<file path="config.mk">
export PLATFORM = sky130hd
export DESIGN_NAME = turkey_gun_ctrl
export DESIGN_NICKNAME = d
export VERILOG_FILES = /design/src/rtl/turkey_gun_pkg.sv /design/src/rtl/turkey_gun_axis.sv /design/src/rtl/turkey_gun_ctrl.sv
export SDC_FILE = /design/constraint.sdc
export NUM_CORES = 1
export LEC_CHECK = 0
export BUFFER_PORTS_ARGS = -buffer_cell sky130_fd_sc_hd__buf_2
export CELL_PAD_IN_SITES_DETAIL_PLACEMENT = 2
export CELL_PAD_IN_SITES_GLOBAL_PLACEMENT = 2
export CORE_MARGIN = 4
export CORE_UTILIZATION = 40
export DETAILED_ROUTE_END_ITERATION = 10
export PLACE_DENSITY_LB_ADDON = 0.1
export REMOVE_ABC_BUFFERS = 1
export SYNTH_ARGS = -nofsm -noshare
export SYNTH_HDL_FRONTEND = slang
export SYNTH_SLANG_ARGS = --single-unit
</file>
<file path="constraint.sdc">
create_clock -name clock_12 -period 7.9 [get_ports clock_12]
set_input_delay 0.395 -clock clock_12 [delete_from_list [all_inputs] [get_ports clock_12]]
set_output_delay 0.395 -clock clock_12 [all_outputs]
set_load 0.05 [all_outputs]
</file>
<file path="src/rtl/turkey_gun_pkg.sv">
// Shared types and constants for the Turkey Shoot lightgun position generator.
package turkey_gun_pkg;

   typedef enum logic [1:0] {
      DIR_NONE = 2'd0,
      DIR_NEG  = 2'd1,
      DIR_POS  = 2'd2
   } dir_e;

   localparam int HOLD_W    = 8;
   localparam int STEP_SLOW = 4;
   localparam int STEP_MED  = 8;
   localparam int STEP_FAST = 16;

endpackage

</file>
<file path="src/rtl/turkey_gun_axis.sv">
// One gun axis: fixed-point position with hold-time acceleration and edge clamp.
module turkey_gun_axis
   import turkey_gun_pkg::*;
#(
   parameter int POS_W      = 6,
   parameter int FRAC_W     = 4,
   parameter int MIN        = 0,
   parameter int MAX        = 63,
   parameter int CENTER     = 32,
   parameter int ACC1_TICKS = 8,
   parameter int ACC2_TICKS = 24
) (
   input  logic             clk_i,
   input  logic             rst_i,
   input  logic             tick_i,
   input  logic             recenter_i,
   input  logic             neg_i,
   input  logic             pos_i,
   output logic [POS_W-1:0] pos_o
);

   localparam int W = POS_W + FRAC_W;
   localparam logic [W:0]   LO    = (W+1)'(MIN << FRAC_W);
   localparam logic [W:0]   HI    = (W+1)'(MAX << FRAC_W);
   localparam logic [W-1:0] LO_N  = W'(MIN << FRAC_W);
   localparam logic [W-1:0] HI_N  = W'(MAX << FRAC_W);
   localparam logic [W-1:0] CTR_N = W'(CENTER << FRAC_W);

   logic [W-1:0]      pos_q, pos_d;
   logic [HOLD_W-1:0] hold_q, hold_d;
   dir_e              dir_q, dir_d;

   dir_e              dir;
   logic [HOLD_W-1:0] hold_eff;
   logic [W:0]        step;
   logic [W:0]        pos_ext;
   logic [W:0]        up_sum;
   logic [W:0]        dn_lim;
   logic [W-1:0]      stepped;

   always_comb begin
      dir = DIR_NONE;
      if (pos_i && !neg_i)
         dir = DIR_POS;
      else if (neg_i && !pos_i)
         dir = DIR_NEG;

      // a fresh press or reversal restarts acceleration from the slow step
      hold_eff = (dir != dir_q) ? '0 : hold_q;

      if (hold_eff < HOLD_W'(ACC1_TICKS))
         step = (W+1)'(STEP_SLOW);
      else if (hold_eff < HOLD_W'(ACC2_TICKS))
         step = (W+1)'(STEP_MED);
      else
         step = (W+1)'(STEP_FAST);

      pos_ext = {1'b0, pos_q};
      up_sum  = pos_ext + step;
      dn_lim  = LO + step;

      stepped = pos_q;
      if (dir == DIR_POS)
         stepped = (up_sum > HI) ? HI_N : up_sum[W-1:0];
      else if (dir == DIR_NEG)
         stepped = (pos_ext < dn_lim) ? LO_N : (pos_q - W'(step));

      pos_d  = pos_q;
      hold_d = hold_q;
      dir_d  = dir_q;
      if (recenter_i) begin
         pos_d  = CTR_N;
         hold_d = '0;
      end else if (tick_i) begin
         if (dir == DIR_NONE) begin
            hold_d = '0;
         end else begin
            pos_d  = stepped;
            hold_d = (hold_eff == '1) ? hold_eff : hold_eff + HOLD_W'(1);
         end
         dir_d = dir;
      end
   end

   always_ff @(posedge clk_i or posedge rst_i) begin
      if (rst_i) begin
         pos_q  <= CTR_N;
         hold_q <= '0;
         dir_q  <= DIR_NONE;
      end else begin
         pos_q  <= pos_d;
         hold_q <= hold_d;
         dir_q  <= dir_d;
      end
   end

   assign pos_o = pos_q[W-1:FRAC_W];

endmodule

</file>
<file path="src/rtl/turkey_gun_ctrl.sv">
// Joystick-to-lightgun coordinate generator: 4 ms tick edge detect plus two axes.
module turkey_gun_ctrl
   import turkey_gun_pkg::*;
#(
   parameter int POS_W      = 6,
   parameter int FRAC_W     = 4,
   parameter int H_MIN      = 0,
   parameter int H_MAX      = 63,
   parameter int V_MIN      = 0,
   parameter int V_MAX      = 63,
   parameter int CENTER_H   = 32,
   parameter int CENTER_V   = 32,
   parameter int ACC1_TICKS = 8,
   parameter int ACC2_TICKS = 24
) (
   input  logic             clock_12,
   input  logic             reset,
   input  logic             tick_4ms,
   input  logic             recenter,
   input  logic             m_left,
   input  logic             m_right,
   input  logic             m_up,
   input  logic             m_down,
   output logic [POS_W-1:0] gun_h,
   output logic [POS_W-1:0] gun_v
);

   logic tick_prev_q;
   logic tick_q;

   // tick_prev resets high so a tick level already present at release is ignored
   always_ff @(posedge clock_12 or posedge reset) begin
      if (reset) begin
         tick_prev_q <= 1'b1;
         tick_q      <= 1'b0;
      end else begin
         tick_prev_q <= tick_4ms;
         tick_q      <= tick_4ms & ~tick_prev_q;
      end
   end

   turkey_gun_axis #(
      .POS_W      (POS_W),
      .FRAC_W     (FRAC_W),
      .MIN        (H_MIN),
      .MAX        (H_MAX),
      .CENTER     (CENTER_H),
      .ACC1_TICKS (ACC1_TICKS),
      .ACC2_TICKS (ACC2_TICKS)
   ) u_axis_h (
      .clk_i      (clock_12),
      .rst_i      (reset),
      .tick_i     (tick_q),
      .recenter_i (recenter),
      .neg_i      (m_left),
      .pos_i      (m_right),
      .pos_o      (gun_h)
   );

   turkey_gun_axis #(
      .POS_W      (POS_W),
      .FRAC_W     (FRAC_W),
      .MIN        (V_MIN),
      .MAX        (V_MAX),
      .CENTER     (CENTER_V),
      .ACC1_TICKS (ACC1_TICKS),
      .ACC2_TICKS (ACC2_TICKS)
   ) u_axis_v (
      .clk_i      (clock_12),
      .rst_i      (reset),
      .tick_i     (tick_q),
      .recenter_i (recenter),
      .neg_i      (m_up),
      .pos_i      (m_down),
      .pos_o      (gun_v)
   );

endmodule

</file>
==> results.md, run 1 <==
Layout:
- The library cell used most frequently in the layout, excluding fill and tap cells, is sky130_fd_sc_hd__nand2_1.
- Of the cells placed in the final design, the portion with a size suffix greater than 1 is 0.1303.
- The number of inserted diodes is 0.
- The finished layout holds 478 standard cells, fillers aside.
- The top cell types in the final layout, fill and taps aside, are sky130_fd_sc_hd__nand2_1, sky130_fd_sc_hd__dfrtp_1, sky130_fd_sc_hd__o21ai_0.
- The area growth from synthesis to layout is 4.099%.
- After filler insertion, the fill cell instance count of the layout stands at 930.
- The final net count is 405.

Route:
- The number of DRC violations after detailed-routing iteration 0 is 69.
- The detailed-route via count is 2,770.
- The final antenna-violating net count is 0.
- The detail-routed net length per standard cell is about 19 um.
- In the routed design, unresolved DRC markers number 0.
- In the routed layout, each cell is associated on average with a via count of between 5 and 6.
- The first detailed-routing pass took 4 iterations.
- The detailed-route wire length is around 9000 um.

Critical path:
- The worst setup path is launched from an input port.
- The worst endpoint required time is 8.09 ns.
- The data arrival at the endpoint of the critical path is around 4.3 ns.
- The nature of the critical path endpoint is a flip-flop.
- The path depth of the worst reg2reg path is 11.
- The largest fanout on the critical path is 18.
- The class of the most critical setup path is input port to flip-flop.

Logic synthesis:
- The async set-reset flop share out of synthesis is 1.000.
- The top flip-flop cell by instance count after synthesis is sky130_fd_sc_hd__dfrtp_1.
- The fraction of post-synthesis cell area in the top cell type by area is 0.2707.
- The count of flip-flops with a built-in enable after synthesis is 0.
- The average cell area after synthesis is approximately 8.6 um^2.
- Synthesis produced 378 cells.
- The netlist uses 69 different library cells.
- During synthesis, Yosys emitted a total of 0 warnings.
- The synthesized flop and latch total is 38.
- The cell accounting for the most synthesized area is sky130_fd_sc_hd__dfrtp_1.
- The mapped netlist covers 3236 um^2.
- The portion of the post-synthesis area used by sequential elements is 0.2951.
- After synthesis, the cell types taking the most area are sky130_fd_sc_hd__dfrtp_1, sky130_fd_sc_hd__ha_1, sky130_fd_sc_hd__nand2_1.

GRT:
- For this run, the total global-route usage over all layers was measured as 0.1936.
- Entering global routing, the biggest net connects 39 pins.
- Summed over all layers, the global routing overflow is 0.
- The number of global-route vias before repair is 2,892.
- The initial antenna violation count is 0.
- The first-pass GRT wire length is between 15,000 and 20,000 um.

Placement:
- The count of buffers inserted at the top-level ports is 19.
- The minimum setup slack after placement is about 3.5 ns.
- The wire-length estimate of the detail-placed layout is 6607 um.
- In this run, placement finished with an instance count of 470.
- The routability congestion estimate from global placement is between 0.8 and 0.9.

Die:
- The placeable core region is roughly 7800 um^2.
- The number of cell rows is 32.
- The floorplan step set the die width to 97.94 um.
- The I/O pin count is 20.
- The die boundary height is 97.94 um.
- The initial core utilization is 0.4144.
- The die covers between 9000 and 10,000 um^2.

STA:
- The remaining max-slew budget at the tightest pin is 0.4924.
- The setup skew after layout is 0.01358 ns.
- Final hold analysis gives a worst-case slack of 0.2012 ns.
- The final number of setup-violating endpoints is 0.
- Static timing analysis puts the maximum clock frequency at 245.9 MHz.
- At the pin with the least slew margin, the transition time is 0.7614 ns.
- Of the available clock period, the critical path in the final layout requires 0.5148.
- The number of hold-slack violations in the final timing report was 0.
- Setup repair after global routing left no endpoint under its margin.
- The number of max-slew violations in the final report was 0.
- The final sum of negative setup slack is 0 ns.
- The worst path needs 4.067 ns of the cycle, external delays included.
- Setup slack closes at 3.833 ns.

CTS:
- The TritonCTS buffer count is 5.
- The longest clock path from root to sink contains 2 buffers.
- The number of hold-repair buffers added at the cts stage is 0.
- In this run the clock root is driven by a sky130_fd_sc_hd__clkbuf_8.
- TritonCTS built the clock tree.
- Gates resized during post-CTS repair numbered 0.
- CTS saw 38 sinks.
- The clock tree synthesis step divided the H-tree into 2 levels.
- The clock transition at the register clock pins on the worst setup and hold paths after CTS is 0.09 ns.
- The number of setup buffers added after CTS is 0.
- The clock reaches the later pin of the worst-skew pair after about 0.3 ns.

Pwr:
- The total power is 0.4645 mW.
- For this design the total switching power over the nets is 0.1578 mW.
- The fraction of power consumed by the clock network is 0.331.
- The internal cell power is just over 0.3 mW.
- In this run the power density over the cells is 137.9 nW/um^2.
- Of the total power, registers draw 0.458.
- In this run the static leakage power is 1.511 nW.
- The share of total power dissipated in combinational logic is 0.211.
- Across the VDD grid, the largest voltage drop is 61.52 uV.
- The switching share of power is 0.3397.

Status:
- The run finished with clean final reports.

Worst hold path:
- In this run the worst hold path is classified as input port to flip-flop.
- The count of cells along the worst hold path is 1.

Run:
- The number of max-capacitance violations reported is 0.
[metrics by stage]
| step | cell area [um^2] | utilization |
|---|---|---|
| after CTS | 3368 | 0.4314 |
| after global routing | 3368 | 0.4314 |
| final | 3368 | 0.4314 |
| after detailed placement | 3273 | 0.4192 |
| after global placement | 3273 | 0.4192 |
| after floorplan | 3043 | - |
[layout make-up]
| cell class | instances | area (um^2) | share of cell area |
|---|---|---|---|
| sequential | 38 | 954.7 | 0.2834 |
| clock inverter | 2 | 12.51 | 0.003715 |
| clock buffer | 6 | 82.58 | 0.02452 |
| multi-input combinational | 287 | 2002 | 0.5944 |
| tap | 102 | 127.6 | 0.03789 |
| inverter | 23 | 86.33 | 0.02563 |
| timing repair buffer | 20 | 102.6 | 0.03046 |
[power by group through the flow]
stage                     Clock, mW  Sequential (mW)  Combinational [mW]
after floorplan                   0            0.221              0.0648
final                         0.154            0.213              0.0981
after global routing          0.167            0.215               0.110
after global placement            0            0.216              0.0958
after CTS                     0.160            0.213              0.0996
after detailed placement          0            0.217              0.0990
[path summary, 6_finish.rpt]
kind	start	end	slack [ns]
worst max-delay path	m_left	u_axis_h.pos_q[5]	3.83
worst min-delay path	tick_4ms	tick_prev_q	0.20
worst max register to register	u_axis_h.dir_q[1]	u_axis_h.pos_q[5]	4.40
worst min register to register	u_axis_v.hold_q[1]	u_axis_v.hold_q[1]	0.53
max in group asynchronous	reset	u_axis_h.pos_q[9]	7.31
min in group asynchronous	reset	u_axis_h.pos_q[6]	0.21
[flip-flops by register name, summed over array words and instances (netlist names)]
name and cells:
u_axis_h.hold_q 8, u_axis_h.pos_q 8, u_axis_v.hold_q 8, u_axis_v.pos_q 8
u_axis_h.dir_q 2, u_axis_v.dir_q 2, tick_prev_q 1, tick_q 1
[cell families (layout without fill, tap and decap cells)]
kind of cell,count (synthesis),in the layout,synth area share
muxes,5,5,0.01701
adders and majority gates,22,22,0.09436
AOI/OAI and AO/OA,105,105,0.2258
and+or+nand+nor,132,132,0.2193
buffers and inverters,53,51,0.08623
DFF,38,38,0.2951
xor gates and xnor gates,23,23,0.06226
[worst max-delay path, stage by stage]
cell	delay [ns]
sky130_fd_sc_hd__buf_2	0.11
sky130_fd_sc_hd__inv_1	0.05
sky130_fd_sc_hd__ha_1	0.65
sky130_fd_sc_hd__xor2_1	0.28
sky130_fd_sc_hd__nor2_1	0.47
sky130_fd_sc_hd__nand2_1	0.16
sky130_fd_sc_hd__ha_1	0.26
sky130_fd_sc_hd__fa_1	0.42
sky130_fd_sc_hd__nor2b_2	0.19
sky130_fd_sc_hd__o2111ai_1	0.31
sky130_fd_sc_hd__xnor2_1	0.15
sky130_fd_sc_hd__a41oi_2	0.32
sky130_fd_sc_hd__o21ai_0	0.14
sky130_fd_sc_hd__a221o_1	0.35
[Yosys cell counts (3+ instances only)]
| master | n |
|---|---|
| sky130_fd_sc_hd__nand2_1 | 46 |
| sky130_fd_sc_hd__o21ai_1 | 4 |
| sky130_fd_sc_hd__nor3b_1 | 3 |
| sky130_fd_sc_hd__and3_1 | 5 |
| sky130_fd_sc_hd__and2_1 | 4 |
| sky130_fd_sc_hd__nor2_1 | 19 |
| sky130_fd_sc_hd__a221o_1 | 3 |
| sky130_fd_sc_hd__ha_1 | 18 |
| sky130_fd_sc_hd__nor3_1 | 11 |
| sky130_fd_sc_hd__o31ai_1 | 3 |
| sky130_fd_sc_hd__a21oi_1 | 17 |
| sky130_fd_sc_hd__xnor2_1 | 11 |
| sky130_fd_sc_hd__dfstp_2 | 3 |
| sky130_fd_sc_hd__fa_1 | 4 |
| sky130_fd_sc_hd__mux2_2 | 4 |
| sky130_fd_sc_hd__buf_2 | 4 |
| sky130_fd_sc_hd__clkbuf_1 | 8 |
| sky130_fd_sc_hd__dfrtp_1 | 35 |
| sky130_fd_sc_hd__nand2b_1 | 6 |
| sky130_fd_sc_hd__o2111ai_1 | 5 |
| sky130_fd_sc_hd__xor2_1 | 12 |
| sky130_fd_sc_hd__a211oi_1 | 5 |
| sky130_fd_sc_hd__inv_1 | 22 |
| sky130_fd_sc_hd__buf_6 | 3 |
| sky130_fd_sc_hd__a41oi_1 | 3 |
| sky130_fd_sc_hd__nand3_1 | 9 |
| sky130_fd_sc_hd__nor2b_1 | 8 |
| sky130_fd_sc_hd__a31oi_1 | 3 |
| sky130_fd_sc_hd__a21o_1 | 3 |
| sky130_fd_sc_hd__o21ai_0 | 27 |
| sky130_fd_sc_hd__a32o_1 | 4 |
| sky130_fd_sc_hd__buf_4 | 14 |
| sky130_fd_sc_hd__o21a_1 | 7 |
| sky130_fd_sc_hd__o211ai_1 | 6 |
[per-layer routing]
layer / track usage / part of all wire
met1: 0.2721 / 0.51
met3: 0.02643 / 0.014
met2: 0.3194 / 0.47
met5: 0 / 0
met4: 0.03834 / 0.0071
No activity file was read; power rests on OpenSTA's default activity.
==> inputs of run 2 (changes only) <==
--- a/config.mk
+++ b/config.mk
@@ -5,11 +5,12 @@
 export SDC_FILE = /design/constraint.sdc
 export NUM_CORES = 1
 export LEC_CHECK = 0
+export ABC_AREA = 1
 export BUFFER_PORTS_ARGS = -buffer_cell sky130_fd_sc_hd__buf_2
 export CELL_PAD_IN_SITES_DETAIL_PLACEMENT = 2
 export CELL_PAD_IN_SITES_GLOBAL_PLACEMENT = 2
 export CORE_MARGIN = 4
-export CORE_UTILIZATION = 40
+export CORE_UTILIZATION = 35
 export DETAILED_ROUTE_END_ITERATION = 10
 export PLACE_DENSITY_LB_ADDON = 0.1
 export REMOVE_ABC_BUFFERS = 1
==> constraint.sdc (replaced) <==
create_clock -name clock_12 -period 4.2 [get_ports clock_12]
set_input_delay 0.21 -clock clock_12 [delete_from_list [all_inputs] [get_ports clock_12]]
set_output_delay 0.21 -clock clock_12 [all_outputs]
set_load 0.05 [all_outputs]
==> run 2 against run 1 <==
Net effect: die area grew 22%; power up 110%; area after synthesis increased by 9.0%; sequential cell count unchanged; cell count rose by 38%; routed wire length up 18%; setup slack got worse by 2.8 ns; worst hold slack got worse by 0.18 ns; sequential share of layout area down 3.0 points; synthesized cell count rose by 37%; critical path depth is 5 higher; design area up 12%; critical path type unchanged; highest routed layer unchanged.
==> results.md, run 2 <==
Route:
- The number of remaining DRC errors was 0 (unchanged).
- The routed metal-1 wirelength is 4631 um (+2.7%).
- The ratio of routed vias to standard cells is 5.006 (-14%).
- The amount of wire on met2 after detailed routing is 5641 um (+33%).
- The number of DRC violations after detailed-routing iteration 0 is 94 (+36%).
- The uppermost layer routed is met4.
- The iteration count of the initial detailed-routing pass is 4 (unchanged).
- The met3 routed wirelength was 186 um (+48%).
- The final antenna-violating net count is 0 (unchanged).
- The detail-routed net length per standard cell is 15.94 um (-15%).
- The detailed-route via count is 3,309 (+19%).
- The detailed-route wire length is 10,540 um (+18%).

Status:
- The run finished with clean final reports.

Logic synthesis:
- The simple-gate share of the synthesized area is 0.3900 (+0.1707).
- The commonest cells after synthesis are sky130_fd_sc_hd__nand2_1, sky130_fd_sc_hd__inv_1, sky130_fd_sc_hd__nor2_1.
- The average cell area after synthesis is 6.807 um^2 (-20%).
- The fraction of post-synthesis cell area in the top cell type by area is 0.2484 (-0.02229).
- The async set-reset flop share out of synthesis was 1.000 (unchanged).
- The count of unique library cells instantiated by Yosys is 40 (-42%).
- The portion of the post-synthesis area used by sequential elements is 0.2708 (-0.02429).
- Yosys attributes the largest share of cell area to sky130_fd_sc_hd__dfrtp_1, sky130_fd_sc_hd__nand2_1, sky130_fd_sc_hd__inv_1.
- The synthesized flop and latch total is 38 (unchanged).
- The top flip-flop cell by instance count after synthesis is sky130_fd_sc_hd__dfrtp_1.
- The warning count from the yosys run is 0 (unchanged).
- By instance count, the leading cell after synthesis is sky130_fd_sc_hd__nand2_1.
- The fraction of synthesized area in multiplexers was 0 (-0.01701).
- The largest family of logic cells by synthesized area is simple AND/OR/NAND/NOR gates.
- The number of standard cells after synthesis is 518 (+37%).
- The post-synthesis xor/xnor area fraction came to 0.03123 (-0.03103).
- The adder and majority gate portion of the synthesized area is 0.08659 (-0.007768).
- The post-synthesis compound-gate area fraction is 0.09191 (-0.1339).
- The count of flip-flops with a built-in enable after synthesis is 0 (unchanged).
- Summed over all instances, the cell type with the most area after synthesis is sky130_fd_sc_hd__dfrtp_1.
- The post-synthesis cell area is 3526 um^2 (+9.0%).

Worst hold path:
- The path class of the tightest hold or removal check is input port to flip-flop.

GRT:
- The initial antenna violation count was 0 (unchanged).
- The largest net degree at the start of global routing was 39 (unchanged).
- The total global routing overflow came to 0 (unchanged).
- The number of global-route vias before repair is 3,748 (+30%).
- The aggregate global-route resource usage was 0.1982 (+0.004521).
- The first-pass GRT wire length is 18,650 um (+22%).

Pwr:
- The worst voltage drop across the vdd grid is 122.1 uV (+98%).
- The power per cell area is 257.9 nW/um^2 (+87%).
- The total power was 0.9732 mW (+110%).
- The leakage power is 1.936 nW (+28%).

STA:
- Subtracting the final worst setup slack from the clock period gives 3.216 ns.
- The number of max-slew violations in the final report is 0 (unchanged).
- The actual slew at the worst max-slew pin was 0.9974 ns (+0.2360 ns).
- Static timing analysis puts the maximum clock frequency at a little over 300 MHz.
- The remaining max-slew budget at the tightest pin was 0.3299 (-0.1624).
- Setup repair after global routing left no endpoint under its margin.
- The final number of setup-violating endpoints is 0 (unchanged).
- The setup skew after layout is 0.004660 ns (-0.008925 ns).
- The number of hold-slack violations in the final timing report came to 0 (unchanged).
- The fraction of the cycle the final worst path needs is 0.7657.
- The final sum of negative setup slack is 0 ns (unchanged).

Placement:
- The half-perimeter wire length after placement is 8569 um (+30%).
- The count of buffers inserted at the top-level ports is 19 (unchanged).
- The routability congestion estimate from global placement came to 0.8055 (about the same).

Die:
- The I/O pin count is 20 (unchanged).
- The placeable core region is 9774 um^2 (+25%).
- The die area is 11,740 um^2 (+22%).
- The horizontal die dimension is 108.4 um (+11%).
- The die boundary height came to 108.4 um (+11%).
- The initial core utilization is 0.3607 (-0.05370).
- The number of cell rows was 36 (+13%).

CTS:
- The TritonCTS clock tree is done.
- The root buffer selected by CTS is sky130_fd_sc_hd__clkbuf_8.
- The number of hold-repair buffers added at the cts stage came to 0 (unchanged).
- The H-tree depth is 2 (unchanged).
- The post-CTS setup-driven buffer insertion count was 0 (unchanged).
- The number of clock sinks is 38 (unchanged).
- The maximum number of buffers from clock root to sink is 2 (unchanged).
- The clock transition at the register clock pins on the worst setup and hold paths after CTS is 0.08 ns (about the same).
- The post-cts sizing count is 0 (unchanged).
- The latest clock arrival within the worst-skew pair was 0.29 ns (about the same).
- The TritonCTS buffer count is 5 (unchanged).

Critical path:
- The register-to-register setup slack is 1.05 ns (-3.35 ns).
- The critical path is of the input port to flip-flop type.
- The worst register-to-register path ends at u_axis_h.pos_q[6].
- The origin of the worst setup path is m_up.
- The timing endpoint of the critical path is u_axis_v.pos_q[6].
- The critical path launch point type is an input port.
- The worst endpoint required time is 4.37 ns (-3.72 ns).
- The path depth of the worst reg2reg path is 21 (+10).
- The nature of the critical path endpoint is a flip-flop.
- The data arrival at the endpoint of the critical path is 3.38 ns (-0.88 ns).
- In this run the critical register-to-register path is launched from u_axis_h.dir_q[1].
- The largest fanout on the critical path is 10 (-8).

Layout:
- The synthesis-to-layout area growth is 7.026%.
- The share of final-layout standard cells stronger than drive strength 1 is 0.1345 (+0.004151).
- The library cell used most frequently in the layout, excluding fill and tap cells, is sky130_fd_sc_hd__nand2_1.
- The final net count is 557 (+38%).
- The library cells used most frequently in the layout, excluding fill and tap cells, are sky130_fd_sc_hd__nand2_1, sky130_fd_sc_hd__inv_1, sky130_fd_sc_hd__nor2_1.
- The number of inserted diodes is 0 (unchanged).

Run:
- The number of max-capacitance violations reported is 0 (unchanged).
-- run 2: per-stage QoR --
step	area [um^2]	setup slack, ns	cells	hold WS, ns	util
final	3774	0.9840	661	0.01719	0.3861
after global routing	3774	0.5901	661	0.004983	0.3861
after CTS	3774	0.9021	661	0.009210	0.3861
after detailed placement	3657	0.6081	653	0.3323	0.3742
after global placement	3657	0.7346	653	0.3260	0.3742
after floorplan	3388	1.432	500	0.2145	-
-- run 2: worst max-delay path, cell delays in order --
cell and delay [ns]:
sky130_fd_sc_hd__buf_2 0.11, sky130_fd_sc_hd__inv_1 0.05, sky130_fd_sc_hd__ha_1 0.45, sky130_fd_sc_hd__xnor2_2 0.14
sky130_fd_sc_hd__nand2_4 0.25, sky130_fd_sc_hd__nor2_4 0.07, sky130_fd_sc_hd__nor3_1 0.28, sky130_fd_sc_hd__nand3_1 0.19
sky130_fd_sc_hd__nand2_2 0.14, sky130_fd_sc_hd__inv_2 0.06, sky130_fd_sc_hd__fa_1 0.44, sky130_fd_sc_hd__nand2_1 0.11
sky130_fd_sc_hd__nand2_1 0.09, sky130_fd_sc_hd__nand4_1 0.11, sky130_fd_sc_hd__nor2_1 0.08, sky130_fd_sc_hd__nor2_1 0.28
sky130_fd_sc_hd__nand2_1 0.09, sky130_fd_sc_hd__o211ai_1 0.11, sky130_fd_sc_hd__o21ai_0 0.11
-- run 2: cell families (layout without fill, tap and decap cells) --
family,Yosys count,count (layout)
compound gates,60,60
xor+xnor,10,10
fa+ha+maj,22,22
buf+inv,103,113
flops,38,38
simple gates,285,285
-- run 2: layer usage --
layer	vias up	GRT usage
met3	6	0.02149
met2	28	0.3797
met5	-	0
met4	0	0.03427
li1	1632	-
met1	1643	0.2399
-- run 2: how the worst min path moves through the flow --
stage             start          end  slack [ns]  cells past startpoint
2_1_floorplan  tick_4ms  tick_prev_q        0.21                      0
3_3_place_gp   tick_4ms  tick_prev_q        0.33                      1
3_5_place_dp   tick_4ms  tick_prev_q        0.33                      1
4_1_cts        tick_4ms  tick_prev_q       0.009                      1
5_1_grt        tick_4ms  tick_prev_q       0.005                      1
6_report       tick_4ms  tick_prev_q        0.02                      1
-- run 2: cell type report --
cell class	count	area (um^2)
Sequential cell	38	954.7
Multi-Input combinational cell	377	2115
Tap cell	133	166.4
Clock buffer	7	86.33
Inverter	85	319.1
Clock inverter	1	30.03
Timing Repair Buffer	20	102.6
Fill cell	1228	6001
-- run 2: report_power, final --
group	switching (mW)	internal (mW)	leakage, nW
sequential	0.0205	0.383	0.513
clock	0.144	0.194	0.0585
combinational	0.166	0.0651	1.36
total	0.331	0.642	1.94
